==> src/rtl/panel_pkg.sv <==
// Shared constants and event encodings for the panel input conditioner.
package panel_pkg;

    localparam int EVT_CODE_W = 3;
    localparam int IN_W       = 4;
    // Pending vector layout: [0] DIP, then press, long, release banks of IN_W bits.
    localparam int PEND_W     = 1 + 3 * IN_W;

    typedef enum logic [EVT_CODE_W-1:0] {
        EVT_NONE       = 3'd0,
        EVT_DIP_CHANGE = 3'd1,
        EVT_PB_PRESS   = 3'd2,
        EVT_PB_RELEASE = 3'd3,
        EVT_PB_LONG    = 3'd4
    } evt_code_e;

endpackage

==> src/rtl/panel_input_ctrl_debounce_bit.sv <==
// One-bit 2-flop synchroniser plus debounce counter; RST_VAL is the idle pin level.
module debounce_bit #(
    parameter int   DEB_CYC = 4,
    parameter logic RST_VAL = 1'b0
) (
    input  logic o_clk,
    input  logic rst,
    input  logic i_raw,
    output logic o_stable,
    output logic o_upd
);

    localparam int CW = (DEB_CYC > 1) ? $clog2(DEB_CYC) : 1;

    logic          r_s1;
    logic          r_s2;
    logic          r_stable;
    logic [CW-1:0] r_cnt;
    logic          w_diff;
    logic          w_hit;

    assign w_diff   = (r_s2 != r_stable);
    assign w_hit    = (r_cnt == CW'(DEB_CYC - 1));
    assign o_upd    = w_diff && w_hit;
    assign o_stable = r_stable;

    always_ff @(posedge o_clk or posedge rst) begin
        if (rst) begin
            r_s1     <= RST_VAL;
            r_s2     <= RST_VAL;
            r_stable <= RST_VAL;
            r_cnt    <= '0;
        end else begin
            r_s1 <= i_raw;
            r_s2 <= r_s1;
            if (!w_diff) begin
                r_cnt <= '0;
            end else if (w_hit) begin
                r_stable <= ~r_stable;
                r_cnt    <= '0;
            end else begin
                r_cnt <= r_cnt + 1'b1;
            end
        end
    end

endmodule

==> src/rtl/panel_input_ctrl.sv <==
// Debounces DIP switches and push buttons and queues change events over valid/ready.
// Optional long-press events are built when PANEL_LONG_PRESS_EN is defined.
module panel_input_ctrl
    import panel_pkg::*;
#(
    parameter int   DEB_CYC       = 4,
    parameter int   LONG_CYC      = 16,
    parameter logic PB_ACTIVE_LOW = 1'b1
) (
    input  logic                  o_clk,
    input  logic                  rst,
    input  logic [IN_W-1:0]       dip_raw,
    input  logic [IN_W-1:0]       pb_raw,
    output logic [IN_W-1:0]       dip_stable,
    output logic [IN_W-1:0]       pb_level,
    output logic                  evt_valid,
    input  logic                  evt_ready,
    output logic [EVT_CODE_W-1:0] evt_code,
    output logic [IN_W-1:0]       evt_data,
    output logic                  evt_ovf,
    input  logic                  evt_ovf_clr
);

    logic [IN_W-1:0]   w_dip_upd;
    logic [IN_W-1:0]   w_pb_stable;
    logic [IN_W-1:0]   w_pb_upd;
    logic [IN_W-1:0]   w_long_set;
    logic [PEND_W-1:0] w_set;
    logic [PEND_W-1:0] w_sel;
    logic [PEND_W-1:0] w_clr;
    logic [PEND_W-1:0] r_pend;
    logic              w_load;
    logic              w_ovf_set;
    evt_code_e         w_code;
    logic [IN_W-1:0]   w_data;

    logic              r_valid;
    evt_code_e         r_code;
    logic [IN_W-1:0]   r_data;
    logic              r_ovf;

    genvar g;
    generate
        for (g = 0; g < IN_W; g++) begin : g_deb
            debounce_bit #(.DEB_CYC(DEB_CYC), .RST_VAL(1'b0)) u_dip (
                .o_clk    (o_clk),
                .rst      (rst),
                .i_raw    (dip_raw[g]),
                .o_stable (dip_stable[g]),
                .o_upd    (w_dip_upd[g])
            );
            debounce_bit #(.DEB_CYC(DEB_CYC), .RST_VAL(PB_ACTIVE_LOW)) u_pb (
                .o_clk    (o_clk),
                .rst      (rst),
                .i_raw    (pb_raw[g]),
                .o_stable (w_pb_stable[g]),
                .o_upd    (w_pb_upd[g])
            );
        end
    endgenerate

    assign pb_level = w_pb_stable ^ {IN_W{PB_ACTIVE_LOW}};

`ifdef PANEL_LONG_PRESS_EN
    localparam int LW = $clog2(LONG_CYC + 1);

    logic [LW-1:0] r_long_cnt [IN_W];

    always_ff @(posedge o_clk or posedge rst) begin
        if (rst) begin
            for (int unsigned i = 0; i < IN_W; i++) r_long_cnt[i] <= '0;
        end else begin
            for (int unsigned i = 0; i < IN_W; i++) begin
                if (!pb_level[i])
                    r_long_cnt[i] <= '0;
                else if (r_long_cnt[i] != LW'(LONG_CYC))
                    r_long_cnt[i] <= r_long_cnt[i] + 1'b1;
            end
        end
    end

    always_comb begin
        w_long_set = '0;
        for (int unsigned i = 0; i < IN_W; i++)
            w_long_set[i] = pb_level[i] && (r_long_cnt[i] == LW'(LONG_CYC - 1));
    end
`else
    assign w_long_set = '0;
`endif

    // Update strobes fire before pb_level changes, so the current level tells the direction.
    assign w_set = {w_pb_upd & pb_level, w_long_set, w_pb_upd & ~pb_level, |w_dip_upd};

    // Lowest index wins: DIP, then presses, long presses, releases.
    always_comb begin
        w_sel  = '0;
        w_code = EVT_NONE;
        w_data = '0;
        for (int unsigned i = 0; i < PEND_W; i++) begin
            if (r_pend[i] && (w_sel == '0)) begin
                w_sel[i] = 1'b1;
                if (i == 0) begin
                    w_code = EVT_DIP_CHANGE;
                    w_data = dip_stable;
                end else begin
                    w_data = IN_W'(1) << ((i - 1) % IN_W);
                    if (i <= IN_W)          w_code = EVT_PB_PRESS;
                    else if (i <= 2 * IN_W) w_code = EVT_PB_LONG;
                    else                    w_code = EVT_PB_RELEASE;
                end
            end
        end
    end

    assign w_load    = !r_valid || evt_ready;
    assign w_clr     = w_load ? w_sel : '0;
    assign w_ovf_set = |(w_set & r_pend & ~w_clr);

    always_ff @(posedge o_clk or posedge rst) begin
        if (rst) begin
            r_pend  <= '0;
            r_valid <= 1'b0;
            r_code  <= EVT_NONE;
            r_data  <= '0;
            r_ovf   <= 1'b0;
        end else begin
            r_pend <= (r_pend & ~w_clr) | w_set;
            if (w_load) begin
                r_valid <= |r_pend;
                r_code  <= w_code;
                r_data  <= w_data;
            end
            if (w_ovf_set)
                r_ovf <= 1'b1;
            else if (evt_ovf_clr)
                r_ovf <= 1'b0;
        end
    end

    assign evt_valid = r_valid;
    assign evt_code  = r_code;
    assign evt_data  = r_data;
    assign evt_ovf   = r_ovf;

endmodule

==> config.mk <==
export PLATFORM = sky130hd
export DESIGN_NAME = panel_input_ctrl
export DESIGN_NICKNAME = d
export VERILOG_FILES = /design/src/rtl/panel_pkg.sv /design/src/rtl/panel_input_ctrl_debounce_bit.sv /design/src/rtl/panel_input_ctrl.sv
export SDC_FILE = /design/constraint.sdc
export NUM_CORES = 1
export LEC_CHECK = 0
export CORE_ASPECT_RATIO = 0.6
export CORE_MARGIN = 10
export CORE_UTILIZATION = 44
export CTS_CLUSTER_DIAMETER = 30
export DETAILED_ROUTE_END_ITERATION = 10
export REMOVE_ABC_BUFFERS = 1
export SLEW_MARGIN = 20
export SYNTH_ARGS = -nofsm -noshare
export SYNTH_HDL_FRONTEND = slang
export SYNTH_SLANG_ARGS = --single-unit
==> constraint.sdc <==
create_clock -name o_clk -period 4.2 [get_ports o_clk]
set_clock_uncertainty 0.15 [all_clocks]
set_input_delay 0.42 -clock o_clk [delete_from_list [all_inputs] [get_ports o_clk]]
set_output_delay 0.42 -clock o_clk [all_outputs]
set_load 0.01 [all_outputs]
==> qor.txt <==
Status -> finished, final reports clean
Clock share of power -> 23.4%
Drt initial violations -> 125
Core box area -> 5650 µm²
Synth warn -> 0
Gate power share -> 30.3%
R2R depth -> 5
Detail Route Antenna Nets -> 0
Inserted Diodes -> 0
Initial antenna violation count -> 0
Worst r2r src -> r_pend[1]
Seq/Total Area, Yosys -> 60.4%
Fin nets -> 269
Starting Density -> 45.9%
Main synth FF type -> dfrtp_1
Post-synthesis cell area -> 2590 µm²
CTS sink cnt -> 62
Setup violators final -> 0
Worst Tran Pin Value -> 0.843 ns
Max clock buf depth -> 2
Flop pwr share -> 46.3%
Root Buffer -> clkbuf_8
Cts bufs inserted -> 9
Crit Path Class -> reg2reg
CTS H-Tree Depth -> 3
Total track usage -> 11.9%
Top post-synthesis cells by area -> dfrtp_1 48%, dfstp_2 12%, ha_1 3.9%, o21ai_0 2.7%, nor2_1 2.2%
Vias per cell -> 5.14
Synth Register Bits -> 62
Fmax -> 477 MHz
Worst slew margin -> 43.7%
Synth top cells by count -> 50 x dfrtp_1, 15 x nor2_1, 14 x o21ai_0
Internal power component -> 1.31 mW
TNS Setup -> 0 ns
Final min period -> 2.10 ns
CTS tree -> done
Fraction of layout cells with a size suffix above 1 -> 14.2%
Netlist cell types -> 42
Sw Ratio -> 32.2%
Post-CTS setup buffer count -> 0
Reg clk slew, reported paths -> 0.06 ns
Vias -> 1710
Fraction of registers with async set/reset -> 100%
Worst min path class -> reg2reg
First-pass GRT wire length -> 8.89 mm
Number of global-route vias before repair -> 1726
DIE HEIGHT -> 79.5 µm
Post-layout util -> 54.6%
Post-synth EDFFs -> 0
Horiz. Die Dim -> 119 µm
Hold path endpoint -> g_deb[1].u_dip.r_s2
Num rows -> 21
Clk Latency, worst-skew pair -> 0.34 ns
Yosys top cell by area -> dfrtp_1
Critical Path Start Type -> register
VDD IR max -> 0.248 mV
Max-capacitance violation count -> 0
LEAKAGE -> 1.36 nW
CP arrival -> 2.15 ns
Reg2Reg Setup Slack -> 2.10 ns
Die Area -> 9470 µm²
Final Hold Fails -> 0
Hpwl dp -> 3.70 mm
RSZ-0062 raised after global routing -> false
Gp weighted congestion -> 0.863
I/O pins -> 29
DRT Pass-1 Iters -> 4
Hold path depth -> 0
Max-slew violations -> 0
Sw Pwr -> 0.623 mW
Most frequent cell after synthesis -> dfrtp_1
CP Launch Point -> r_pend[1]
Largest net degree at the start of global routing -> 43
Gr ovfl total -> 0
Post-synth top area share -> 48.2%
PostCTS Resize Cnt -> 0
Power Density -> 626 nW/µm²
Syn Area/Cell -> 11.8 µm²
Post-Route WL -> 5.11 mm
Mapped Cells -> 220
Reg2reg end -> r_pend[12]
Crit path capture type -> register
Data required time of the worst path -> 4.26 ns
Area Growth Syn to Fin -> 19.0%
IO Port Bufs -> 28
WL/cell -> 15.4 µm
CTS Hold Bufs -> 0
Fin crit share -> 49.9%
Worst Hold Launch -> g_deb[1].u_dip.r_s1
Critical path fanouts, max -> 12
DRC viols -> 0
area by class of cell:
cell class,count,area (µm²)
clock buffer,13,159
clock inverter,2,10.0
fill,495,2560
inverter,8,30.0
multi-input combinational,139,933
sequential,62,1570
tap,80,100
timing repair buffer,29,288
layer usage:
metal | track usage [%] | wire length (µm) | vias to the layer above
li1 | - | - | 841
met1 | 15.8 | 2620 | 822
met2 | 16.1 | 2110 | 38
met3 | 5.86 | 313 | 9
met4 | 4.37 | 68 | 0
met5 | 0 | 0 | -
worst max-delay path by stage:
stage,slack (ns),to,cells after the start
3_5_place_dp,1.78,evt_ovf,6
6_report,2.10,r_pend[12],5
4_1_cts,2.13,r_pend[12],5
3_3_place_gp,1.85,evt_ovf,6
2_1_floorplan,2.11,evt_code[0],1
5_1_grt,1.96,evt_ovf,6
worst max-delay path, cell delays in order, from the launching register on:
cell	delay, ns
dfrtp_1	0.49
or4_4	0.60
nor3b_4	0.29
nand2_2	0.10
o21ai_0	0.21
o21ai_0	0.11
layout by cell type, fill, tap and decap left out, types with 3 or more instances in the layout:
cell type / synthesis / routed
xnor2_1: 4 / 4
dfrtp_1: 50 / 50
xor2_1: 4 / 4
nor2_1: 15 / 15
mux2_2: 4 / 4
nor3b_1: 4 / 4
clkdlybuf4s50_1: 0 / 28
nand3_1: 3 / 3
nor2b_1: 7 / 7
o2111ai_1: 3 / 3
and2_1: 4 / 4
o21ai_0: 14 / 14
clkbuf_8: 0 / 11
dfstp_2: 12 / 12
ha_1: 8 / 8
inv_1: 8 / 7
nand2_1: 13 / 13
a21oi_1: 7 / 7
nor4_1: 4 / 4
nor3_1: 9 / 9
o31ai_1: 4 / 4
and4b_1: 3 / 3
or3_1: 3 / 3
nand3b_1: 3 / 3
through the flow:
step | cell area [µm²] | hold slack (ns) | setup WS, ns | power [mW] | instances
2_1_floorplan | 2530 | 0.181 | 2.11 | 1.23 | 209
3_3_place_gp | 2920 | 0.183 | 1.85 | 1.49 | 318
3_5_place_dp | 2920 | 0.186 | 1.78 | 1.50 | 318
4_1_cts | 3090 | 0.204 | 2.13 | 1.97 | 333
5_1_grt | 3090 | 0.206 | 1.96 | 2.09 | 333
6_report | 3090 | 0.201 | 2.10 | 1.93 | 333
flip-flops by register name, indices dropped and copies added, names as in the netlist:
| register | flops |
|---|---|
| g_deb.u_pb.r_s1 | 4 |
| g_deb.u_dip.r_s2 | 4 |
| g_deb.u_pb.r_cnt | 8 |
| evt_valid | 1 |
| evt_code | 3 |
| g_deb.u_dip.r_s1 | 4 |
| evt_data | 4 |
| r_pend | 13 |
| g_deb.u_pb.r_s2 | 4 |
| g_deb.u_dip.o_stable | 4 |
| g_deb.u_pb.o_stable | 4 |
| evt_ovf | 1 |
| g_deb.u_dip.r_cnt | 8 |
kinds of logic after synthesis:
family	share of synthesized area [%]
mux	1.74
fa+ha+maj	3.86
buf+inv	3.62
simple gates	16.4
xor+xnor	2.70
compound gates	11.2
flops	60.4
power groups by stage:
stage / Sequential (mW) / Clock, mW / Combinational (mW)
CTS: 0.897 / 0.473 / 0.598
global route: 0.923 / 0.497 / 0.671
detailed placement: 0.906 / 0 / 0.594
floorplan: 0.896 / 0 / 0.337
global placement: 0.905 / 0 / 0.583
finish: 0.895 / 0.452 / 0.587
(Power assumes the default switching activity.)
